## config.mk

```make
export PLATFORM = sky130hd
export DESIGN_NAME = axi_reg_sequencer
export DESIGN_NICKNAME = d
export VERILOG_FILES = /design/src/rtl/axi_reg_sequencer.sv
export SDC_FILE = /design/constraint.sdc
export NUM_CORES = 1
export LEC_CHECK = 0
export CAP_MARGIN = 20
export CORE_MARGIN = 5
export CORE_UTILIZATION = 37
export DETAILED_ROUTE_END_ITERATION = 16
export GPL_ROUTABILITY_DRIVEN = 1
export PLACE_DENSITY = 0.81
export SLEW_MARGIN = 20
export SYNTH_ARGS = -nofsm -noshare
export SYNTH_HDL_FRONTEND = slang
export SYNTH_SLANG_ARGS = --single-unit
```

## constraint.sdc

```tcl
create_clock -name clk -period 1.9 [get_ports clk]
set_input_delay 0.38 -clock clk [delete_from_list [all_inputs] [get_ports clk]]
set_output_delay 0.38 -clock clk [all_outputs]
set_load 0.03 [all_outputs]
```

## src/rtl/axi_reg_sequencer.sv

```systemverilog
// Round-robin sharing of one AXI register slave between NM req/ack requesters.
// One transaction in flight at a time: AW+W -> B, or AR -> R.
//
// state   | meaning
// --------+-----------------------------------------------------
// S_IDLE  | wait for any request, pick next requester round-robin
// S_WR    | AW and W channels open, each drops once handshaken
// S_WRESP | bready high, waiting for write response
// S_RADDR | arvalid high, waiting for arready
// S_RDATA | rready high, waiting for read data
// S_ACK   | one-cycle ack to granted requester, advance rr pointer
module axi_reg_sequencer #(
  parameter int NM = 2,
  parameter int AW = 32
) (
  input  logic             clk,
  input  logic             areset,
  input  logic [NM-1:0]    m_req_i,
  input  logic [NM-1:0]    m_we_i,
  input  logic [NM*AW-1:0] m_addr_i,
  input  logic [NM*32-1:0] m_wdata_i,
  input  logic [NM*4-1:0]  m_wstrb_i,
  output logic [NM-1:0]    m_ack_o,
  output logic             m_err_o,
  output logic [31:0]      m_rdata_o,
  output logic [AW-1:0]    s_awaddr_o,
  output logic             s_awvalid_o,
  input  logic             s_awready_i,
  output logic [31:0]      s_wdata_o,
  output logic [3:0]       s_wstrb_o,
  output logic             s_wvalid_o,
  input  logic             s_wready_i,
  input  logic [1:0]       s_bresp_i,
  input  logic             s_bvalid_i,
  output logic             s_bready_o,
  output logic [AW-1:0]    s_araddr_o,
  output logic             s_arvalid_o,
  input  logic             s_arready_i,
  input  logic [31:0]      s_rdata_i,
  input  logic             s_rvalid_i,
  output logic             s_rready_o
);

  localparam int GW = (NM > 1) ? $clog2(NM) : 1;
  localparam logic [GW:0] NM_W = (GW+1)'(NM);
  localparam logic [GW-1:0] LAST = GW'(NM-1);

  typedef enum logic [2:0] {
    S_IDLE, S_WR, S_WRESP, S_RADDR, S_RDATA, S_ACK
  } state_t;

  state_t state, state_nxt;

  logic [GW-1:0]   rr_ptr;
  logic [GW-1:0]   grant;
  logic [GW-1:0]   pick;
  logic [GW-1:0]   grant_inc;
  logic [GW:0]     pick_sum;
  logic [2*NM-1:0] req_dbl;
  logic            any_req;
  logic            found;

  logic            sel_we;
  logic [AW-1:0]   sel_addr;
  logic [31:0]     sel_wdata;
  logic [3:0]      sel_wstrb;

  logic [AW-1:0]   addr_q;
  logic [31:0]     wdata_q;
  logic [3:0]      wstrb_q;
  logic [31:0]     rdata_q;
  logic            err_q;
  logic            aw_done;
  logic            w_done;

  logic            aw_hs;
  logic            w_hs;

  assign any_req   = |m_req_i;
  assign req_dbl   = {m_req_i, m_req_i} >> rr_ptr;
  assign grant_inc = (grant == LAST) ? '0 : grant + GW'(1);

  // Rotated request vector: bit j corresponds to requester rr_ptr+j (mod NM).
  always_comb begin
    pick     = rr_ptr;
    pick_sum = '0;
    found    = 1'b0;
    for (int j = 0; j < NM; j++) begin
      if (!found && req_dbl[j]) begin
        found    = 1'b1;
        pick_sum = {1'b0, rr_ptr} + (GW+1)'(j);
        if (pick_sum >= NM_W) pick_sum = pick_sum - NM_W;
        pick     = pick_sum[GW-1:0];
      end
    end
  end

  always_comb begin
    sel_we    = 1'b0;
    sel_addr  = '0;
    sel_wdata = '0;
    sel_wstrb = '0;
    for (int k = 0; k < NM; k++) begin
      if (pick == GW'(k)) begin
        sel_we    = m_we_i[k];
        sel_addr  = m_addr_i[k*AW +: AW];
        sel_wdata = m_wdata_i[k*32 +: 32];
        sel_wstrb = m_wstrb_i[k*4 +: 4];
      end
    end
  end

  assign aw_hs = s_awvalid_o & s_awready_i;
  assign w_hs  = s_wvalid_o & s_wready_i;

  always_ff @(posedge clk or negedge areset) begin
    if (!areset) state <= S_IDLE;
    else         state <= state_nxt;
  end

  always_comb begin
    state_nxt = state;
    case (state)
      S_IDLE:  if (any_req) state_nxt = sel_we ? S_WR : S_RADDR;
      S_WR:    if ((aw_done | aw_hs) && (w_done | w_hs)) state_nxt = S_WRESP;
      S_WRESP: if (s_bvalid_i) state_nxt = S_ACK;
      S_RADDR: if (s_arready_i) state_nxt = S_RDATA;
      S_RDATA: if (s_rvalid_i) state_nxt = S_ACK;
      S_ACK:   state_nxt = S_IDLE;
      default: state_nxt = S_IDLE;
    endcase
  end

  always_comb begin
    s_awvalid_o = 1'b0;
    s_wvalid_o  = 1'b0;
    s_bready_o  = 1'b0;
    s_arvalid_o = 1'b0;
    s_rready_o  = 1'b0;
    m_ack_o     = '0;
    m_err_o     = 1'b0;
    case (state)
      S_WR: begin
        s_awvalid_o = !aw_done;
        s_wvalid_o  = !w_done;
      end
      S_WRESP: s_bready_o  = 1'b1;
      S_RADDR: s_arvalid_o = 1'b1;
      S_RDATA: s_rready_o  = 1'b1;
      S_ACK: begin
        for (int k = 0; k < NM; k++) m_ack_o[k] = (grant == GW'(k));
        m_err_o = err_q;
      end
      default: ;
    endcase
  end

  always_ff @(posedge clk or negedge areset) begin
    if (!areset) begin
      rr_ptr  <= '0;
      grant   <= '0;
      addr_q  <= '0;
      wdata_q <= '0;
      wstrb_q <= '0;
      rdata_q <= '0;
      err_q   <= 1'b0;
      aw_done <= 1'b0;
      w_done  <= 1'b0;
    end else begin
      case (state)
        S_IDLE: begin
          if (any_req) begin
            grant   <= pick;
            addr_q  <= sel_addr;
            wdata_q <= sel_wdata;
            wstrb_q <= sel_wstrb;
            aw_done <= 1'b0;
            w_done  <= 1'b0;
          end
        end
        S_WR: begin
          if (aw_hs) aw_done <= 1'b1;
          if (w_hs)  w_done  <= 1'b1;
        end
        S_WRESP: begin
          if (s_bvalid_i) err_q <= (s_bresp_i != 2'b00);
        end
        S_RDATA: begin
          if (s_rvalid_i) begin
            rdata_q <= s_rdata_i;
            err_q   <= 1'b0;
          end
        end
        S_ACK: rr_ptr <= grant_inc;
        default: ;
      endcase
    end
  end

  // Address serves both channels; only the relevant valid is ever raised.
  assign s_awaddr_o = addr_q;
  assign s_araddr_o = addr_q;
  assign s_wdata_o  = wdata_q;
  assign s_wstrb_o  = wstrb_q;
  assign m_rdata_o  = rdata_q;

endmodule

```

==> reports/metrics.yaml <==
floorplanning:
  core_um2: 13700
  dieArea_um2: 16200
  die_w_um: 127
  start_util: 0.372
  row_count: 43
  ios: 321
  die_h_um: 127
routing:
  routed_wirelength_mm: 17.3
  drtPass1Iterations: 4
  antenna_left: 0
  vias: 4572
  via_per_inst: 4.88
  drc_errors: 0
  detail_route.iter0.violations: 148
  wl_per_cell_um: 18.5
logic_synthesis:
  synthArstFlopShare: 1.00
  synth_edf_count: 0
  yosys_most_used_dff: "dfrtp_1"
  synth_top_area_share: 0.529
  yosysMostFrequentCell: "dfrtp_1"
  synth_cells: 466
  syn_nets: 647
  yosys.area.top_type: "dfrtp_1"
  ys_seq_elements: 108
  synth_top_cells_by_count: "dfrtp_1, nor2_1, a21oi_1"
  synthTopCellsByArea: "dfrtp_1, mux2i_1, mux2_2"
  synthDistinctLibCells: 32
  syn-cell-area_um2: 5100
  syn_avg_cell_area_um2: 11.0
  yosys_warnings: 0
  ys_seq_area_frac: 0.529
sta:
  max_freq_mhz: 547
  hold_viol: 0
  finalWorstSetupSlack_ps: 72.2
  period_needed_ps: 1830
  finalCritPeriodShare: 0.962
  finClkSkew_ps: 11.6
  slew_headroom: 0.749
  rsz0062_at_grt: "true"
  slew_viol_final: 0
  hold_slack_ps: 26.1
  worst_slew_pin_slew_ps: 372
  setup_viol_count_final: 0
global_routing:
  antenna_found_initial: 0
  gr-total-overflow: 0
  grt_first_pass_wirelength_mm: 25.7
  grtUsageTotal: 0.201
  grt_max_degree: 83
  grt_pass1_vias: 4845
placed_design:
  place_area_um2: 8260
  pre_cts_ws_ps: -65.5
  port_buffers: 320
  place_congestion: 0.933
  post-dp-hpwl_mm: 13.2
critical_path:
  end_kind: "primary output"
  startpoint_type: "flip-flop"
  required_ps: 1520
  critical_path_class: "reg2out"
  cp_max_fo: 9
  arrival_ps: 1450
hold_path:
  min_path_type: "in2async"
clocking:
  cts_inserted_buffers: 9
  root_buffer: "clkbuf_16"
  clock_latency_ps: 350
  cts_max_level: 3
  cts.sinks: 108
  clk_pin_slew_ps: 80
  cts_max_path_buffers: 2
  cts_tree: "done"
power_and_ir_drop:
  ir_drop_v: 0.000918
  total_power_mw: 15.7
  p_leak_nw: 3.65
  power_density_nw_per_um2: 1810
finish:
  fin_nets: 932
  diodes: 0
  fin_area_um2: 8680
  drive_above_1_share: 0.108
  fin_util: 0.632
  area_growth_pct: 70.0
flow_run:
  max-cap-violations: 0
status:
  status: "finished, final reports clean"
## path summary, 6_finish.rpt
check / from / slack [ps] / end / cells after the start
setup / recovery: state[1] / 70 / m_ack_o[1] / 4
max in group asynchronous: areset / 1560 / state[0] / 2
setup reg to reg: state[1] / 100 / s_araddr_o[5] / 7
hold reg to reg: m_rdata_o[0] / 500 / m_rdata_o[0] / 1
hold / removal: areset / 30 / s_wdata_o[0] / 2
min in group clk: m_rdata_o[0] / 500 / m_rdata_o[0] / 1
## sequential cells by signal, indices dropped and copies added, names as in the netlist
signal and flops:
s_araddr_o 32, aw_done 1, state 3, s_wdata_o 32, grant 1, err_q 1
m_rdata_o 32, w_done 1, rr_ptr 1, s_wstrb_o 4
## area by class of cell
cell class / instances / area [µm²]
fillers: 1052 / 5040
repair buffers: 336 / 3430
inverters: 3 / 11.3
clock buffers: 10 / 239
clock inverters: 6 / 71.3
flip-flops and latches: 108 / 2710
multi-input cells: 293 / 1990
well taps: 180 / 225
## cell families after synthesis
| group | count (synthesis) | share of synthesized area |
|---|---|---|
| buffers and inverters | 65 | 0.0858 |
| muxes | 101 | 0.206 |
| adders and majority gates | 1 | 0.00196 |
| DFF | 108 | 0.529 |
| AOI/OAI and AO/OA | 88 | 0.0919 |
| and+or+nand+nor | 103 | 0.0848 |
## per-stage QoR
step	instances	TNS, ps
after global placement	915	-1370
after global routing	936	-39.6
after CTS	932	-9.32
after detailed placement	915	-1280
final	936	0
after floorplan	466	0
## metal layers
layer | part of all wire | routed length [µm] | global-route usage
met4 | 0.019 | 337 | 0.0694
met1 | 0.36 | 6220 | 0.216
met3 | 0.11 | 1820 | 0.0815
met5 | 0 | 0 | 0
met2 | 0.52 | 8910 | 0.356
## what timing repair did
item / 4_1_cts / 5_1_grt
hold endpoints to repair: 0 / 0
gates cloned: 0 / 2
setup endpoints to repair: 3 / 45
setup buffers: 1 / 2
hold buffers: 0 / 0
gates resized for setup: 3 / 7
pin swaps: 0 / 1
## layout by cell type, fill, tap and decap left out, drive strengths merged, types with 2 or more instances in the layout
cell	n
clkdlybuf4s50	311
buf	22
o21ai	6
nor2b	2
nand3	3
mux2	33
o21a	2
nor3	3
a21oi	71
nor2	80
clkinvlp	2
clkbuf	13
nand2b	4
o22ai	3
dfrtp	108
inv	5
and3	3
mux2i	68
nand2	6
## where the power goes
part | internal, mW | switching, mW
logic | 4.15 | 5.41
clock network | 1.07 | 0.878
registers | 3.45 | 0.782
## critical path, stage by stage (launching register included)
cell and delay (ps):
dfrtp_1 380, buf_4 170, nor2b_4 170, and3_4 210, buf_4 160
(Power assumes the default switching activity.)
